**src/rtl/arb_mux_if.sv**
```systemverilog
// Handshake bundle for arb_mux: N request channels in, one beat out.
// slave = arbiter view, master = producer/consumer (testbench) view.
interface arb_mux_if #(
    parameter int N = 4,
    parameter int W = 32
);
    logic [N-1:0]   i_valid;
    logic [N*W-1:0] i_data;
    logic [N-1:0]   i_last;
    logic [N-1:0]   o_ready;
    logic           o_valid;
    logic [W-1:0]   o_data;
    logic           o_last;
    logic [N-1:0]   o_sel;
    logic           i_ready;
    logic           o_busy;

    modport slave (
        input  i_valid, i_data, i_last, i_ready,
        output o_ready, o_valid, o_data, o_last, o_sel, o_busy
    );

    modport master (
        output i_valid, i_data, i_last, i_ready,
        input  o_ready, o_valid, o_data, o_last, o_sel, o_busy
    );
endinterface

```
**src/rtl/arb_mux.sv**
```systemverilog
// arb_mux: N-way round-robin arbiter + registered output mux.
// Ports: clk, arst_n (async low), bus (arb_mux_if.slave).
// Define ARB_MUX_PKT_LOCK_EN to hold the grant until i_last.
module arb_mux #(
    parameter int N = 4,
    parameter int W = 32
) (
    input  logic     clk,
    input  logic     arst_n,
    arb_mux_if.slave bus
);
    localparam int PW = (N > 1) ? $clog2(N) : 1;
    typedef logic [PW-1:0] idx_t;

    idx_t         ptr_q, ptr_d;
    logic         valid_q, valid_d;
    logic [W-1:0] data_q, data_d;
    logic         last_q, last_d;
    logic [N-1:0] sel_q, sel_d;

    logic [N-1:0] rr_gnt, gnt;
    idx_t         rr_g, g, g_nxt;
    logic [PW:0]  j;
    logic         space, accept, drain, g_last;

`ifdef ARB_MUX_PKT_LOCK_EN
    logic lock_q, lock_d;
    idx_t lock_ch_q, lock_ch_d;
`endif

    // First requester at or after ptr, wrapping modulo N.
    always_comb begin
        rr_gnt = '0;
        rr_g   = '0;
        j      = '0;
        for (int i = 0; i < N; i++) begin
            j = {1'b0, ptr_q} + (PW+1)'(i);
            if (j >= (PW+1)'(N))
                j = j - (PW+1)'(N);
            if (rr_gnt == '0 && bus.i_valid[j[PW-1:0]]) begin
                rr_gnt[j[PW-1:0]] = 1'b1;
                rr_g = j[PW-1:0];
            end
        end
    end

    // A held lock overrides the scan even if its channel is idle.
    always_comb begin
        gnt = rr_gnt;
        g   = rr_g;
`ifdef ARB_MUX_PKT_LOCK_EN
        if (lock_q) begin
            gnt = '0;
            gnt[lock_ch_q] = bus.i_valid[lock_ch_q];
            g = lock_ch_q;
        end
`endif
    end

    assign space       = ~valid_q | bus.i_ready;
    assign bus.o_ready = gnt & {N{space}};
    assign accept      = (|gnt) & space;
    assign drain       = valid_q & bus.i_ready;
    assign g_last      = bus.i_last[g];
    assign g_nxt       = (g == idx_t'(N-1)) ? '0 : g + 1'b1;

    always_comb begin
        valid_d = valid_q;
        data_d  = data_q;
        last_d  = last_q;
        sel_d   = sel_q;
        ptr_d   = ptr_q;
        if (accept) begin
            valid_d = 1'b1;
            data_d  = bus.i_data[int'(g)*W +: W];
            last_d  = g_last;
            sel_d   = gnt;
        end else if (drain) begin
            valid_d = 1'b0;
            sel_d   = '0;
        end
`ifdef ARB_MUX_PKT_LOCK_EN
        lock_d    = lock_q;
        lock_ch_d = lock_ch_q;
        if (accept) begin
            lock_d = ~g_last;
            if (g_last)
                ptr_d = g_nxt;
            else
                lock_ch_d = g;
        end
`else
        if (accept)
            ptr_d = g_nxt;
`endif
    end

    always_ff @(posedge clk or negedge arst_n) begin
        if (!arst_n) begin
            ptr_q   <= '0;
            valid_q <= 1'b0;
            data_q  <= '0;
            last_q  <= 1'b0;
            sel_q   <= '0;
        end else begin
            ptr_q   <= ptr_d;
            valid_q <= valid_d;
            data_q  <= data_d;
            last_q  <= last_d;
            sel_q   <= sel_d;
        end
    end

`ifdef ARB_MUX_PKT_LOCK_EN
    always_ff @(posedge clk or negedge arst_n) begin
        if (!arst_n) begin
            lock_q    <= 1'b0;
            lock_ch_q <= '0;
        end else begin
            lock_q    <= lock_d;
            lock_ch_q <= lock_ch_d;
        end
    end
    assign bus.o_busy = lock_q;
`else
    assign bus.o_busy = 1'b0;
`endif

    assign bus.o_valid = valid_q;
    assign bus.o_data  = data_q;
    assign bus.o_last  = last_q;
    assign bus.o_sel   = sel_q;
endmodule
```
**src/flat_wrapper.sv**
```systemverilog
// flat-port wrapper written by rule: the top's interface ports become plain ports
module arb_mux_flat 
#(
    parameter int N = 4,
    parameter int W = 32
)
  (clk, arst_n, bus_i_valid, bus_i_data, bus_i_last, bus_i_ready, bus_o_ready, bus_o_valid, bus_o_data, bus_o_last, bus_o_sel, bus_o_busy);
  arb_mux_if #(.N(N), .W(W)) bus_i ();
  input  logic clk;
  input  logic arst_n;
  input wire logic [$bits(bus_i.i_valid)-1:0] bus_i_valid;
  input wire logic [$bits(bus_i.i_data)-1:0] bus_i_data;
  input wire logic [$bits(bus_i.i_last)-1:0] bus_i_last;
  input wire logic [$bits(bus_i.i_ready)-1:0] bus_i_ready;
  output wire logic [$bits(bus_i.o_ready)-1:0] bus_o_ready;
  output wire logic [$bits(bus_i.o_valid)-1:0] bus_o_valid;
  output wire logic [$bits(bus_i.o_data)-1:0] bus_o_data;
  output wire logic [$bits(bus_i.o_last)-1:0] bus_o_last;
  output wire logic [$bits(bus_i.o_sel)-1:0] bus_o_sel;
  output wire logic [$bits(bus_i.o_busy)-1:0] bus_o_busy;
  assign bus_i.i_valid = bus_i_valid;
  assign bus_i.i_data = bus_i_data;
  assign bus_i.i_last = bus_i_last;
  assign bus_i.i_ready = bus_i_ready;
  assign bus_o_ready = bus_i.o_ready;
  assign bus_o_valid = bus_i.o_valid;
  assign bus_o_data = bus_i.o_data;
  assign bus_o_last = bus_i.o_last;
  assign bus_o_sel = bus_i.o_sel;
  assign bus_o_busy = bus_i.o_busy;
  arb_mux #(.N(N), .W(W)) u_core (.clk(clk), .arst_n(arst_n), .bus(bus_i));
endmodule
```
**config.mk**
```make
export PLATFORM = sky130hd
export DESIGN_NAME = arb_mux_flat
export DESIGN_NICKNAME = d
export VERILOG_FILES = /design/src/rtl/arb_mux_if.sv /design/src/rtl/arb_mux.sv /design/src/flat_wrapper.sv
export SDC_FILE = /design/constraint.sdc
export NUM_CORES = 1
export LEC_CHECK = 0
export CAP_MARGIN = 30
export CORE_MARGIN = 3
export CORE_UTILIZATION = 45
export CTS_CLUSTER_DIAMETER = 100
export DETAILED_ROUTE_END_ITERATION = 8
export GPL_TIMING_DRIVEN = 0
export PLACE_DENSITY = 0.89
export SYNTH_ARGS = -nofsm -noshare
export SYNTH_HDL_FRONTEND = slang
export SYNTH_SLANG_ARGS = --single-unit
export TNS_END_PERCENT = 100
```
**constraint.sdc**
```tcl
create_clock -name clk -period 6.9 [get_ports clk]
set_input_delay 1.38 -clock clk [delete_from_list [all_inputs] [get_ports clk]]
set_output_delay 1.38 -clock clk [all_outputs]
set_load 0.05 [all_outputs]
```
==> metrics.txt <==
# TYPE chip_impl_metric gauge
chip_impl_info{name="run_status",value="finished, final reports clean"} 1
chip_impl_info{name="end_kind",value="output port"} 1
chip_impl_metric{name="num_io_pins",unit=""} 182
chip_impl_info{name="critical_path_class",value="in -> out"} 1
chip_impl_info{name="ys_dominant_reg_cell",value="sky130_fd_sc_hd__dfrtp_1"} 1
chip_impl_metric{name="maxSlewHeadroom",unit="%"} 54.36
chip_impl_metric{name="place_inst",unit=""} 642
chip_impl_metric{name="antenna_cells_inserted",unit=""} 0
chip_impl_metric{name="clock_latency",unit="ns"} 0.29
chip_impl_metric{name="worstPathRequired",unit="ns"} 5.52
chip_impl_info{name="yosys.area.top_type",value="sky130_fd_sc_hd__dfrtp_1"} 1
chip_impl_metric{name="async_set_or_reset_register_ratio_after_synthesis",unit="%"} 100.0
chip_impl_metric{name="cts_setup_buffers",unit=""} 0
chip_impl_metric{name="timing.fmax",unit="MHz"} 167.7
chip_impl_info{name="worst_setup_path_startpoint",value="bus_i_valid[2]"} 1
chip_impl_info{name="top_layer_used",value="met4"} 1
chip_impl_metric{name="min_period",unit="ns"} 5.962
chip_impl_metric{name="vias_in_the_first_global_route",unit=""} 3870
chip_impl_info{name="critPathLaunchType",value="input port"} 1
chip_impl_metric{name="die_x",unit="um"} 96.15
chip_impl_metric{name="synth_net_count",unit=""} 506
chip_impl_metric{name="met2WireLength",unit="um"} 6294
chip_impl_metric{name="antenna_violating_nets_post_route",unit=""} 0
chip_impl_metric{name="worst_path_largest_cell_delay",unit="ns"} 0.85
chip_impl_metric{name="ctsHtreeMaxLevel",unit=""} 2
chip_impl_metric{name="setup-tns-final",unit="ns"} 0
chip_impl_metric{name="grt_pass1_wl",unit="um"} 19170
chip_impl_metric{name="synth-simple-area-share",unit="%"} 10.16
chip_impl_metric{name="grt_overflow_total",unit=""} 0
chip_impl_metric{name="synth_mux_area_share",unit="%"} 17.07
chip_impl_metric{name="design.final.nets",unit=""} 694
chip_impl_info{name="dominant_combinational_cell_family_by_area_after_synthesis",value="compound AO/OA/AOI/OAI gates"} 1
chip_impl_metric{name="grt_antenna_before_repair",unit=""} 0
chip_impl_metric{name="wl_met3",unit="um"} 700
chip_impl_metric{name="layout.cells.non_filler",unit=""} 650
chip_impl_metric{name="initial_core_utilization",unit="%"} 46.84
chip_impl_metric{name="crit_path_max_fanout",unit=""} 6
chip_impl_metric{name="first_iter_violations",unit=""} 161
chip_impl_metric{name="cts-buffers-inserted",unit=""} 5
chip_impl_metric{name="gp_congestion",unit=""} 0.9089
chip_impl_metric{name="floorplan.core_area",unit="um^2"} 7807
chip_impl_metric{name="synthesis.area_per_instance",unit="um^2"} 10.19
chip_impl_metric{name="num_vias",unit=""} 3714
chip_impl_metric{name="synth_adder_area_share",unit="%"} 2.737
chip_impl_info{name="path_cells",value="clkdlybuf4s50_1 > mux4_2 > a21boi_2 > a22oi_2 > nand4_2 > nor2_1 > nand2_1 > a31oi_1 > clkdlybuf4s50_1"} 1
chip_impl_metric{name="post_synth_inst_count",unit=""} 359
chip_impl_metric{name="min_period_over_period",unit="%"} 86.41
chip_impl_metric{name="clkSlewWorstSetupHoldPaths",unit="ns"} 0.08
chip_impl_metric{name="final-hold-violation-count",unit=""} 0
chip_impl_metric{name="hpwlAfterDp",unit="um"} 9546
chip_impl_metric{name="number_of_buffers_inserted_for_hold_repair_after_clock_tree_synthesis",unit=""} 0
chip_impl_info{name="netlist_top_cells_count",value="sky130_fd_sc_hd__dfrtp_1 (40), sky130_fd_sc_hd__inv_1 (35), sky130_fd_sc_hd__o211a_1 (35), sky130_fd_sc_hd__or2_2 (35), sky130_fd_sc_hd__o31ai_1 (34)"} 1
chip_impl_metric{name="post-route-drc-count",unit=""} 0
chip_impl_metric{name="die-height",unit="um"} 96.15
chip_impl_metric{name="maximum_clock_path_buffer_count",unit=""} 2
chip_impl_metric{name="synthesis.yosys.warnings",unit=""} 0
chip_impl_info{name="tritoncts",value="yes"} 1
chip_impl_metric{name="std_cell_rows",unit=""} 32
chip_impl_metric{name="synth_enable_flop_cells",unit=""} 0
chip_impl_info{name="hold_path.startpoint",value="u_core.bus.o_sel[2]$_DFFE_PN0P_"} 1
chip_impl_info{name="worstHoldPathType",value="reg -> reg"} 1
chip_impl_metric{name="port_buffers",unit=""} 180
chip_impl_metric{name="post_cts_resize_count",unit=""} 0
chip_impl_metric{name="finalSetupViolCount",unit=""} 0
chip_impl_info{name="rsz0062_at_grt",value="false"} 1
chip_impl_metric{name="layout-area-overhead-vs-synth",unit="%"} 55.70
chip_impl_metric{name="wl_per_cell",unit="um"} 18.85
chip_impl_metric{name="timing.max_cap.violations",unit=""} 0
chip_impl_info{name="clock_tree.root_cell",value="sky130_fd_sc_hd__clkbuf_8"} 1
chip_impl_info{name="critPathTopFamily",value="buffers and inverters"} 1
chip_impl_metric{name="synth_area",unit="um^2"} 3657
chip_impl_metric{name="synth_compound_area_share",unit="%"} 31.82
chip_impl_metric{name="sinks_on_clock_net",unit=""} 40
chip_impl_info{name="synth.top_cells.by_area",value="sky130_fd_sc_hd__dfrtp_1 (27%), sky130_fd_sc_hd__mux2_4 (14%), sky130_fd_sc_hd__o211a_1 (9.6%)"} 1
chip_impl_metric{name="die_area",unit="um^2"} 9245
chip_impl_metric{name="sequential_cell_area_fraction_in_the_yosys_report",unit="%"} 27.37
chip_impl_metric{name="drive_above_1_share",unit="%"} 19.71
chip_impl_metric{name="final.setup_skew",unit="ns"} 0.006667
chip_impl_metric{name="drtPass1Iterations",unit=""} 4
chip_impl_info{name="cell_with_the_most_instances_after_synthesis",value="sky130_fd_sc_hd__dfrtp_1"} 1
chip_impl_metric{name="grt_max_degree",unit=""} 33
chip_impl_metric{name="synth.top_cell.area_share",unit="%"} 27.37
chip_impl_metric{name="wl",unit="um"} 12250
chip_impl_info{name="worst_path_max_delay_cell",value="sky130_fd_sc_hd__clkdlybuf4s50_1"} 1
chip_impl_metric{name="synth.lib_cells_used.distinct",unit=""} 52
chip_impl_metric{name="cp_num_buf_inv",unit=""} 2
chip_impl_metric{name="synth_xor_xnor_area_share",unit="%"} 0.2395
chip_impl_info{name="cell_with_the_most_instances_on_the_worst_path",value="sky130_fd_sc_hd__clkdlybuf4s50_1"} 1
chip_impl_metric{name="route.detailed.vias_per_inst",unit=""} 5.714
chip_impl_metric{name="wirelength_met1",unit="um"} 5091
chip_impl_metric{name="finalMaxSlewViolations",unit=""} 0
chip_impl_metric{name="number_of_storage_elements_in_the_synthesis_netlist",unit=""} 40
chip_impl_metric{name="critical_path_arrival",unit="ns"} 4.58
chip_impl_metric{name="groute.usage.overall",unit="%"} 26.46
chip_impl_metric{name="worst_pin_slew",unit="ns"} 0.6845
chip_impl_info{name="r2r-start",value="u_core.ptr_q[0]$_DFFE_PN0P_"} 1
-- cell usage in the layout, fill, tap and decap left out, types with 3 or more instances in the layout --
master,instances
sky130_fd_sc_hd__clkdlybuf4s50_1,179
sky130_fd_sc_hd__a31oi_1,3
sky130_fd_sc_hd__buf_2,4
sky130_fd_sc_hd__clkbuf_8,6
sky130_fd_sc_hd__dfrtp_1,40
sky130_fd_sc_hd__ha_1,8
sky130_fd_sc_hd__o21ai_0,5
sky130_fd_sc_hd__nand2b_1,4
sky130_fd_sc_hd__o21a_1,3
sky130_fd_sc_hd__inv_1,35
sky130_fd_sc_hd__nand2_1,7
sky130_fd_sc_hd__mux2i_1,5
sky130_fd_sc_hd__o31ai_1,34
sky130_fd_sc_hd__o211a_1,35
sky130_fd_sc_hd__mux2_4,33
sky130_fd_sc_hd__nor2_1,4
sky130_fd_sc_hd__clkbuf_1,21
sky130_fd_sc_hd__or2_2,35
sky130_fd_sc_hd__buf_12,4
sky130_fd_sc_hd__buf_6,7
sky130_fd_sc_hd__mux4_2,3
sky130_fd_sc_hd__o2111ai_1,33
sky130_fd_sc_hd__a21o_1,4
-- sequential cells by signal, indices dropped and copies added (netlist names) --
signal and count:
u_core.bus.o_data 32, u_core.bus.o_sel 4, u_core.ptr_q 2, u_core.bus.o_last 1, u_core.bus.o_valid 1
-- routing by layer --
metal  GRT usage, %  up-vias
met5              0        -
met4          6.398        0
met3          4.222       18
met2          47.50      150
met1          32.85     1804
li1               -     1742
-- worst paths after layout --
kind / to / slack (ns) / cells after the start
min in group asynchronous: u_core.bus.o_data[25]$_DFFE_PN0P_ / 0.93 / 1
min reg2reg: u_core.bus.o_sel[2]$_DFFE_PN0P_ / 0.48 / 1
max: bus_o_ready[1] / 0.94 / 9
min: u_core.bus.o_sel[2]$_DFFE_PN0P_ / 0.48 / 1
max in group asynchronous: u_core.bus.o_sel[0]$_DFFE_PN0P_ / 5.50 / 2
max reg2reg: u_core.bus.o_data[5]$_DFFE_PN0P_ / 2.65 / 13
-- cells by family after synthesis --
group | count (synthesis)
xor gates and xnor gates | 1
AOI/OAI and AO/OA | 134
buffers and inverters | 72
DFF | 40
muxes | 42
and+or+nand+nor | 61
other | 1
adders and majority gates | 8
-- area by class of cell --
cell class                      instances  area [um^2]
Multi-Input combinational cell        247         2272
Fill cell                             596         2113
Clock buffer                            6        82.58
Inverter                               35        131.4
Tap cell                              102        127.6
Sequential cell                        40         1001
Buffer                                 37        252.7
Timing Repair Buffer                  181         1817
Clock inverter                          2        10.01
-- per-stage QoR --
stage / area (um^2) / util (%) / hold WS, ns / worst slack [ns]
2_1_floorplan: 3657 / - / 0.7120 / 1.903
3_3_place_gp: 5587 / 71.55 / 0.4596 / 0.9799
3_5_place_dp: 5602 / 71.75 / 0.4676 / 0.9718
4_1_cts: 5694 / 72.93 / 0.4860 / 0.9722
5_1_grt: 5694 / 72.93 / 0.4959 / 0.7243
6_report: 5694 / 72.93 / 0.4820 / 0.9379
Power is left out: the tool's default activity adds up to more than one toggle a clock period on the data nets, which glitch-free logic cannot reach.
